File: config.mk
export PLATFORM = sky130hd
export DESIGN_NAME = fib_bcd_conv
export DESIGN_NICKNAME = d
export VERILOG_FILES = /design/src/rtl/fib_bcd_conv_pkg.sv /design/src/rtl/fib_bcd_conv_adj3.sv /design/src/rtl/fib_bcd_conv.sv
export SDC_FILE = /design/constraint.sdc
export NUM_CORES = 1
export LEC_CHECK = 0
export CAP_MARGIN = 40
export CORE_UTILIZATION = 60
export DETAILED_ROUTE_END_ITERATION = 10
export DONT_BUFFER_PORTS = 1
export PLACE_DENSITY = 0.76
export SYNTH_ARGS = -nofsm -noshare
export SYNTH_HDL_FRONTEND = slang
export SYNTH_SLANG_ARGS = --single-unit
export TNS_END_PERCENT = 10
File: constraint.sdc
create_clock -name clk -period 7.8 [get_ports clk]
set_clock_uncertainty 0.05 [all_clocks]
set_input_delay 1.95 -clock clk [delete_from_list [all_inputs] [get_ports clk]]
set_output_delay 1.95 -clock clk [all_outputs]
set_load 0.02 [all_outputs]
File: src/rtl/fib_bcd_conv_pkg.sv
// fib_bcd_conv_pkg: shared widths, FSM encoding and digit-count helper for the BCD converter
package fib_bcd_conv_pkg;

    localparam int BIN_W = 20;
    localparam int NDIG  = 7;
    localparam int CNT_W = 5;
    localparam int BCD_W = 4 * NDIG;

    localparam logic [1:0] S_IDLE = 2'b00;
    localparam logic [1:0] S_OP   = 2'b01;
    localparam logic [1:0] S_DONE = 2'b10;

    // One plus the index of the highest nonzero digit; an all-zero value still shows one digit.
    function automatic logic [2:0] sig_digits(input logic [BCD_W-1:0] v);
        logic [2:0] n;
        n = 3'd1;
        for (int k = 1; k < NDIG; k++) begin
            if (v[4*k +: 4] != 4'd0) n = 3'(k + 1);
        end
        return n;
    endfunction

endpackage

File: src/rtl/fib_bcd_conv_adj3.sv
// bcd_adj3: double-dabble digit correction, adds 3 to a digit of 5 or more
module bcd_adj3 (
    input  logic [3:0] d,
    output logic [3:0] q
);

    assign q = (d >= 4'd5) ? d + 4'd3 : d;

endmodule

File: src/rtl/fib_bcd_conv.sv
// fib_bcd_conv: sequential 20-bit binary to 7-digit packed BCD converter, one bit per clock
module fib_bcd_conv
    import fib_bcd_conv_pkg::*;
(
    input  logic             clk,
    input  logic             reset,
    input  logic             start,
    input  logic [BIN_W-1:0] bin,
    output logic             ready,
    output logic             done_tick,
    output logic [BCD_W-1:0] bcd,
    output logic [2:0]       ndig
);

    logic [1:0]       state_q, state_d;
    logic [BIN_W-1:0] p_q, p_d;
    logic [BCD_W-1:0] w_q, w_d;
    logic [CNT_W-1:0] n_q, n_d;
    logic [BCD_W-1:0] bcd_q, bcd_d;
    logic [2:0]       ndig_q, ndig_d;
    logic [BCD_W-1:0] w_adj;
    logic [BCD_W-1:0] w_shift;

    for (genvar g = 0; g < NDIG; g++) begin : g_adj
        bcd_adj3 u_adj (
            .d (w_q[4*g +: 4]),
            .q (w_adj[4*g +: 4])
        );
    end

    assign w_shift   = {w_adj[BCD_W-2:0], p_q[BIN_W-1]};
    assign ready     = (state_q == S_IDLE);
    assign done_tick = (state_q == S_DONE);
    assign bcd       = bcd_q;
    assign ndig      = ndig_q;

    // Next-state and datapath: load in idle, adjust-and-shift in op, publish results on the last shift.
    always_comb begin
        state_d = state_q;
        p_d     = p_q;
        w_d     = w_q;
        n_d     = n_q;
        bcd_d   = bcd_q;
        ndig_d  = ndig_q;
        case (state_q)
            S_IDLE: begin
                if (start) begin
                    p_d     = bin;
                    w_d     = '0;
                    n_d     = CNT_W'(BIN_W);
                    state_d = S_OP;
                end
            end
            S_OP: begin
                w_d = w_shift;
                p_d = p_q << 1;
                n_d = n_q - 1'b1;
                if (n_q == CNT_W'(1)) begin
                    state_d = S_DONE;
                    bcd_d   = w_shift;
                    ndig_d  = sig_digits(w_shift);
                end
            end
            S_DONE:  state_d = S_IDLE;
            default: state_d = S_IDLE;
        endcase
    end

    // State and data registers; reset aborts any conversion and shows a single zero digit.
    always_ff @(posedge clk or posedge reset) begin
        if (reset) begin
            state_q <= S_IDLE;
            p_q     <= '0;
            w_q     <= '0;
            n_q     <= '0;
            bcd_q   <= '0;
            ndig_q  <= 3'd1;
        end else begin
            state_q <= state_d;
            p_q     <= p_d;
            w_q     <= w_d;
            n_q     <= n_d;
            bcd_q   <= bcd_d;
            ndig_q  <= ndig_d;
        end
    end

endmodule

==> results of run 1 <==
power groups by stage:
stage	clock network [mW]	registers (mW)	logic, mW
after floorplan	0	0.852	0.748
after global placement	0	0.912	0.856
after detailed placement	0	0.920	0.913
after CTS	0.378	0.915	0.916
after global routing	0.396	0.948	1.04
final	0.372	0.915	0.916
layer usage:
| metal | global-route usage | routed length (µm) | vias to the layer above |
|---|---|---|---|
| met5 | 0 | 0 | - |
| met4 | 0.0522 | 45 | 0 |
| met3 | 0.0777 | 552 | 4 |
| met2 | 0.441 | 4520 | 109 |
| met1 | 0.367 | 4190 | 1648 |
| li1 | - | - | 1631 |
cell families (layout without fill, tap and decap cells):
logic type,count (synthesis),in the layout,share of synthesized area
compound gates,154,154,0.204
buf+inv,50,43,0.0446
fa+ha+maj,16,16,0.0458
xor+xnor,7,7,0.0140
flops,86,86,0.492
simple gates,156,156,0.180
mux,8,8,0.0200
sequential cells by signal (all words and copies together), names as in the netlist:
signal / cells
bcd: 28
state_q: 2
n_q: 5
p_q: 20
w_q: 28
ndig: 3
worst max-delay path by stage:
stage | startpoint | slack [ns] | endpoint | cells after the start
final | state_q[1] | 4.17 | done_tick | 1
after floorplan | reset | 3.58 | bcd[0] | 1
after global placement | start | 4.07 | n_q[4] | 6
after detailed placement | start | 3.95 | n_q[4] | 6
after global routing | state_q[1] | 4.07 | done_tick | 1
after CTS | state_q[1] | 4.16 | done_tick | 1
area by class of cell:
class	count	area (µm²)	share of cell area
Sequential cell	86	2150	0.458
Multi-Input combinational cell	341	2030	0.432
Inverter	21	80.1	0.0170
Tap cell	96	120	0.0256
Clock buffer	11	141	0.0301
Timing Repair Buffer	7	80.1	0.0170
Clock inverter	4	95.1	0.0202
cell usage in the layout, fill, tap and decap left out, types with 3 or more instances in the layout:
cell / Yosys / final
buf_4: 0 / 5
a31oi_1: 5 / 5
a21oi_1: 31 / 31
bufinv_16: 0 / 3
a21boi_0: 3 / 3
ha_1: 16 / 16
mux2_2: 6 / 6
inv_1: 20 / 19
o21ai_0: 73 / 73
nand2_1: 71 / 71
nor2b_1: 25 / 25
xnor2_1: 6 / 6
nor2_1: 13 / 13
o22ai_1: 10 / 10
nand2b_1: 11 / 11
dfrtp_1: 85 / 85
or3b_2: 6 / 6
clkbuf_8: 0 / 10
nand3_1: 3 / 3
nor3_1: 12 / 12
a22oi_1: 17 / 17
per-stage QoR:
step / hold slack (ns) / setup slack [ns] / cell area, µm² / utilization
3_5_place_dp: 0.427 / 3.95 / 4460 / 0.646
2_1_floorplan: 0.400 / 3.58 / 4380 / -
6_report: 0.442 / 4.17 / 4700 / 0.680
3_3_place_gp: 0.425 / 4.07 / 4410 / 0.639
5_1_grt: 0.504 / 4.07 / 4700 / 0.680
4_1_cts: 0.446 / 4.16 / 4700 / 0.680
==> impl_metrics.ini, run 1 <==
[hold_path]
min-delay-start = p_q[18]
min_path_type = reg2reg
min_delay_worst_endpoint = p_q[18]
holdPathStages = 2

[power]
sw_frac_of_total = 0.435
power_mw = 2.20
vdd_ir_drop_max_v = 0.000228
p_switching_mw = 0.959
power.leakage_nw = 2.06
internal_power_mw = 1.24
pwr-share-comb = 0.416
power_frac_seq = 0.415
clkPwrFrac = 0.169
powerDensity_nw_per_um2 = 469

[yosys]
yosys.area.top_type = dfrtp_1
synth_cells = 477
syn_nets = 516
ys_async_sr_fraction = 1.00
synth_ff_type = dfrtp_1
ys_ff_latch = 86
syn_area_um2 = 4380
syn_avg_cell_area_um2 = 9.17
synth_cell_types = 47
ys_seq_area_frac = 0.492
yosys_warnings = 0
synthTopCellsByArea = dfrtp_1 (49%), o21ai_0 (8.4%), nand2_1 (6.1%)
yosysMostFrequentCell = dfrtp_1
synth_edf_count = 0
synthTopCellsByCount = dfrtp_1 (85), o21ai_0 (73), nand2_1 (71)
synth_top_area_frac = 0.486

[place]
gp_congestion = 0.839
hpwl_mm = 6.31
place_inst = 551
port_buffers = 0

[drt]
drt.antenna.violating_nets = 0
wl_per_cell_um = 16.4
drt_first_iter_violations = 248
avgViaCountPerCell = 5.99
routed_wl_mm = 9.31
drc = 0
firstDrtPassIters = 5
vias = 3392

[sta]
slew_viol_final = 0
hold_viol = 0
fin_crit_sh = 0.465
max_slew_margin = 0.428
fmax_mhz = 276
period_needed_ns = 3.63
setup_viol = 0
rsz0062_at_grt = false
tightest_slew_ns = 0.857
tns_ns = 0

[final_layout]
insertedDiodeCount = 0
fin_cells = 566
fillers = 566
drive_above_1_share = 0.0915
syn_to_final_growth_pct = 7.35
fin_nets = 505

[cts]
cts_buffer_depth = 2
cts_buffers = 9
cts_tree = built
cts_hold_buf = 0
htreeDepth = 3
clock_latency_ns = 0.36
cts_resized = 0
root_buffer = clkbuf_8
post-cts-setup-buffer-count = 0
cts.clk_slew.worst_paths_ns = 0.08
cts_sinks = 86

[setup_path]
r2r_end = n_q[4]
cp_cell_sequence = nor2b_1
arrival_ns = 1.63
r2r_slack_ns = 5.20
rr_startpoint = state_q[1]
start_kind = flip-flop
end_kind = output port
r2r_cells = 6
critPathRequiredTime_ns = 5.80
cp_top_family = flip-flops
slowest_delay_ns = 0.85
crit_fanout = 26
critical-path-slowest-cell = dfrtp_1
path_buf_inv = 0
crit_type = reg2out

[global_routing]
gr-usage-all-layers = 0.272
grt_first_pass_wirelength_mm = 16.0
grt_max_degree = 58
grt_pass1_vias = 3393
antenna_found_initial = 0
grt_overflow = 0

[die]
coreArea_um2 = 6910
die_y_um = 87.4
rows = 30
die_area_um2 = 7640
start_util = 0.634
io_pins = 56
die_x_um = 87.4

[run]
maxCapViolCount = 0

[run_status]
status = completed
No activity file was read; power rests on OpenSTA's default activity.
==> run 2, diff against run 1 <==
Settings changed: CORE_UTILIZATION 60 to 57, PLACE_DENSITY 0.76 to 0.75.
Clock period 7.8 ns to 3.3 ns, I/O delays scaled along.
==> run 2 against run 1 <==
Power grew 130%. Final area shrank 0.91%. Register-to-register slack lost 4.2 ns. Clock power grew 100%. Via count shrank 0.27%. Global-route usage shrank 2.4 points. Count of clock-buffer cells in the layout shrank 1. Hold slack lost 0.083 ns. First-iteration DRC count shrank 26%. Flip-flop and latch count is the same. Cell count grew 0.88%. Sequential share of layout area grew 0.42 points. Highest routed layer unchanged.
==> impl_metrics.ini, run 2 (same netlist as run 1, synthesis figures left out) <==
[run_status]
status = completed

[final_layout]
fin_nets = 506
drive_above_1_share = 0.0953
mostFrequentLayoutCells = dfrtp_1 (85), o21ai_0 (73), nand2_1 (71)
final_common_cell = dfrtp_1
syn_to_final_growth_pct = 6.38
insertedDiodeCount = 0
fin_cells = 571

[cts]
cts_hold_buf = 0
root_buffer = clkbuf_8
cts_buffer_depth = 2
htreeDepth = 3
cts_buffers = 9
clock_latency_ns = 0.36
cts_resized = 0
cts.clk_slew.worst_paths_ns = 0.09
post-cts-setup-buffer-count = 0
cts_tree = built
cts_sinks = 86

[setup_path]
end_kind = output port
crit_type = reg2out
crit_fanout = 14
slowest_delay_ns = 0.60
critPathRequiredTime_ns = 2.42
path_buf_inv = 1
cp_top_family = flip-flops
start_kind = flip-flop
cp_cell_sequence = buf_4, nor2b_1
critical-path-slowest-cell = dfrtp_1
arrival_ns = 1.61

[power]
vdd_ir_drop_max_v = 0.000528
power_mw = 5.06
powerDensity_nw_per_um2 = 1090
power.leakage_nw = 2.03

[place]
hpwl_mm = 6.24
port_buffers = 0
place_inst = 555
gp_congestion = 0.883

[global_routing]
met2_usage = 0.375
grt.busiest_layer = met2
gr-usage-met1 = 0.348
gr-usage-all-layers = 0.248
grt_max_degree = 87
grt_first_pass_wirelength_mm = 15.1
grt_overflow = 0
antenna_found_initial = 0
gr-usage-met3 = 0.0649
grt_pass1_vias = 3123

[die]
die_x_um = 89.6
start_util = 0.597
die_y_um = 89.6
die_area_um2 = 8030
io_pins = 56
rows = 31
coreArea_um2 = 7330

[sta]
fmax_mhz = 403
setup_viol = 0
hold_viol = 0
slew_viol_final = 0
max_slew_margin = 0.586
period_needed_ns = 2.48
tns_ns = 0
rsz0062_at_grt = false
tightest_slew_ns = 0.614
fin_crit_sh = 0.752

[drt]
vias = 3383
wl_per_cell_um = 16.1
routed_wl_mm = 9.18
drc = 0
firstDrtPassIters = 4
drt_first_iter_violations = 183
drt.antenna.violating_nets = 0
avgViaCountPerCell = 5.92

[run]
maxCapViolCount = 0

[hold_path]
min_path_type = in2async
==> run 2: changes by cell type in the layout (fill, tap and decap cells not counted) <==
cell / change
buf_8: -1
clkinv_2: -1
inv_6: +2
buf_16: -1
buf_12: +1
buf_4: +2
clkinvlp_4: +3
bufinv_16: -2
clkbuf_8: -1
==> run 2: power breakdown <==
| part | switching, mW | leakage (nW) | total, mW | internal (mW) |
|---|---|---|---|---|
| registers | 0.642 | 1.09 | 2.17 | 1.53 |
| clock network | 0.392 | 0.0895 | 0.747 | 0.355 |
| logic | 1.25 | 0.857 | 2.14 | 0.887 |
| total | 2.29 | 2.03 | 5.06 | 2.77 |
==> run 2: worst paths after layout <==
check                      startpoint   endpoint  slack (ns)  cells past startpoint
setup / recovery           state_q[1]  done_tick        0.82                      2
hold / removal                  reset    bcd[14]        0.36                      2
setup reg to reg               n_q[1]    ndig[0]        0.99                      9
hold reg to reg               p_q[18]    p_q[18]        0.45                      2
max in group asynchronous       reset    bcd[19]        2.43                      2
min in group clk              p_q[18]    p_q[18]        0.45                      2
==> run 2: layout make-up <==
class                      instances  area (µm²)
clock buffer                      10         128
inverter                          21        80.1
tap                               99         124
sequential                        86        2150
clock inverter                     6        70.1
multi-input combinational        341        2030
fill                             605        2680
timing repair buffer               8        72.6
==> run 2: worst register-to-register path, cell delays in order, from the launching register on <==
cell and delay [ns]:
dfrtp_1 0.38, inv_1 0.10, ha_1 0.16, nor4b_2 0.23, nand2_1 0.12, inv_2 0.32
nand2_1 0.14, or4_4 0.45, a211oi_2 0.22, nor3_1 0.07
==> run 2: metrics by stage <==
| step | utilization | area, µm² | hold slack [ns] | worst slack [ns] |
|---|---|---|---|---|
| after detailed placement | 0.608 | 4460 | 0.425 | 1.00 |
| after global placement | 0.608 | 4460 | 0.419 | 1.12 |
| after CTS | 0.635 | 4650 | 0.394 | 0.794 |
| after floorplan | - | 4380 | 0.400 | 0.205 |
| final | 0.635 | 4650 | 0.359 | 0.819 |
| after global routing | 0.635 | 4650 | 0.416 | 0.724 |
==> run 2: metal layers <==
metal / wire [µm] / vias up
met2: 4360 / 94
met1: 4180 / 1648
met4: 89 / 0
met3: 544 / 9
met5: 0 / -
li1: - / 1632
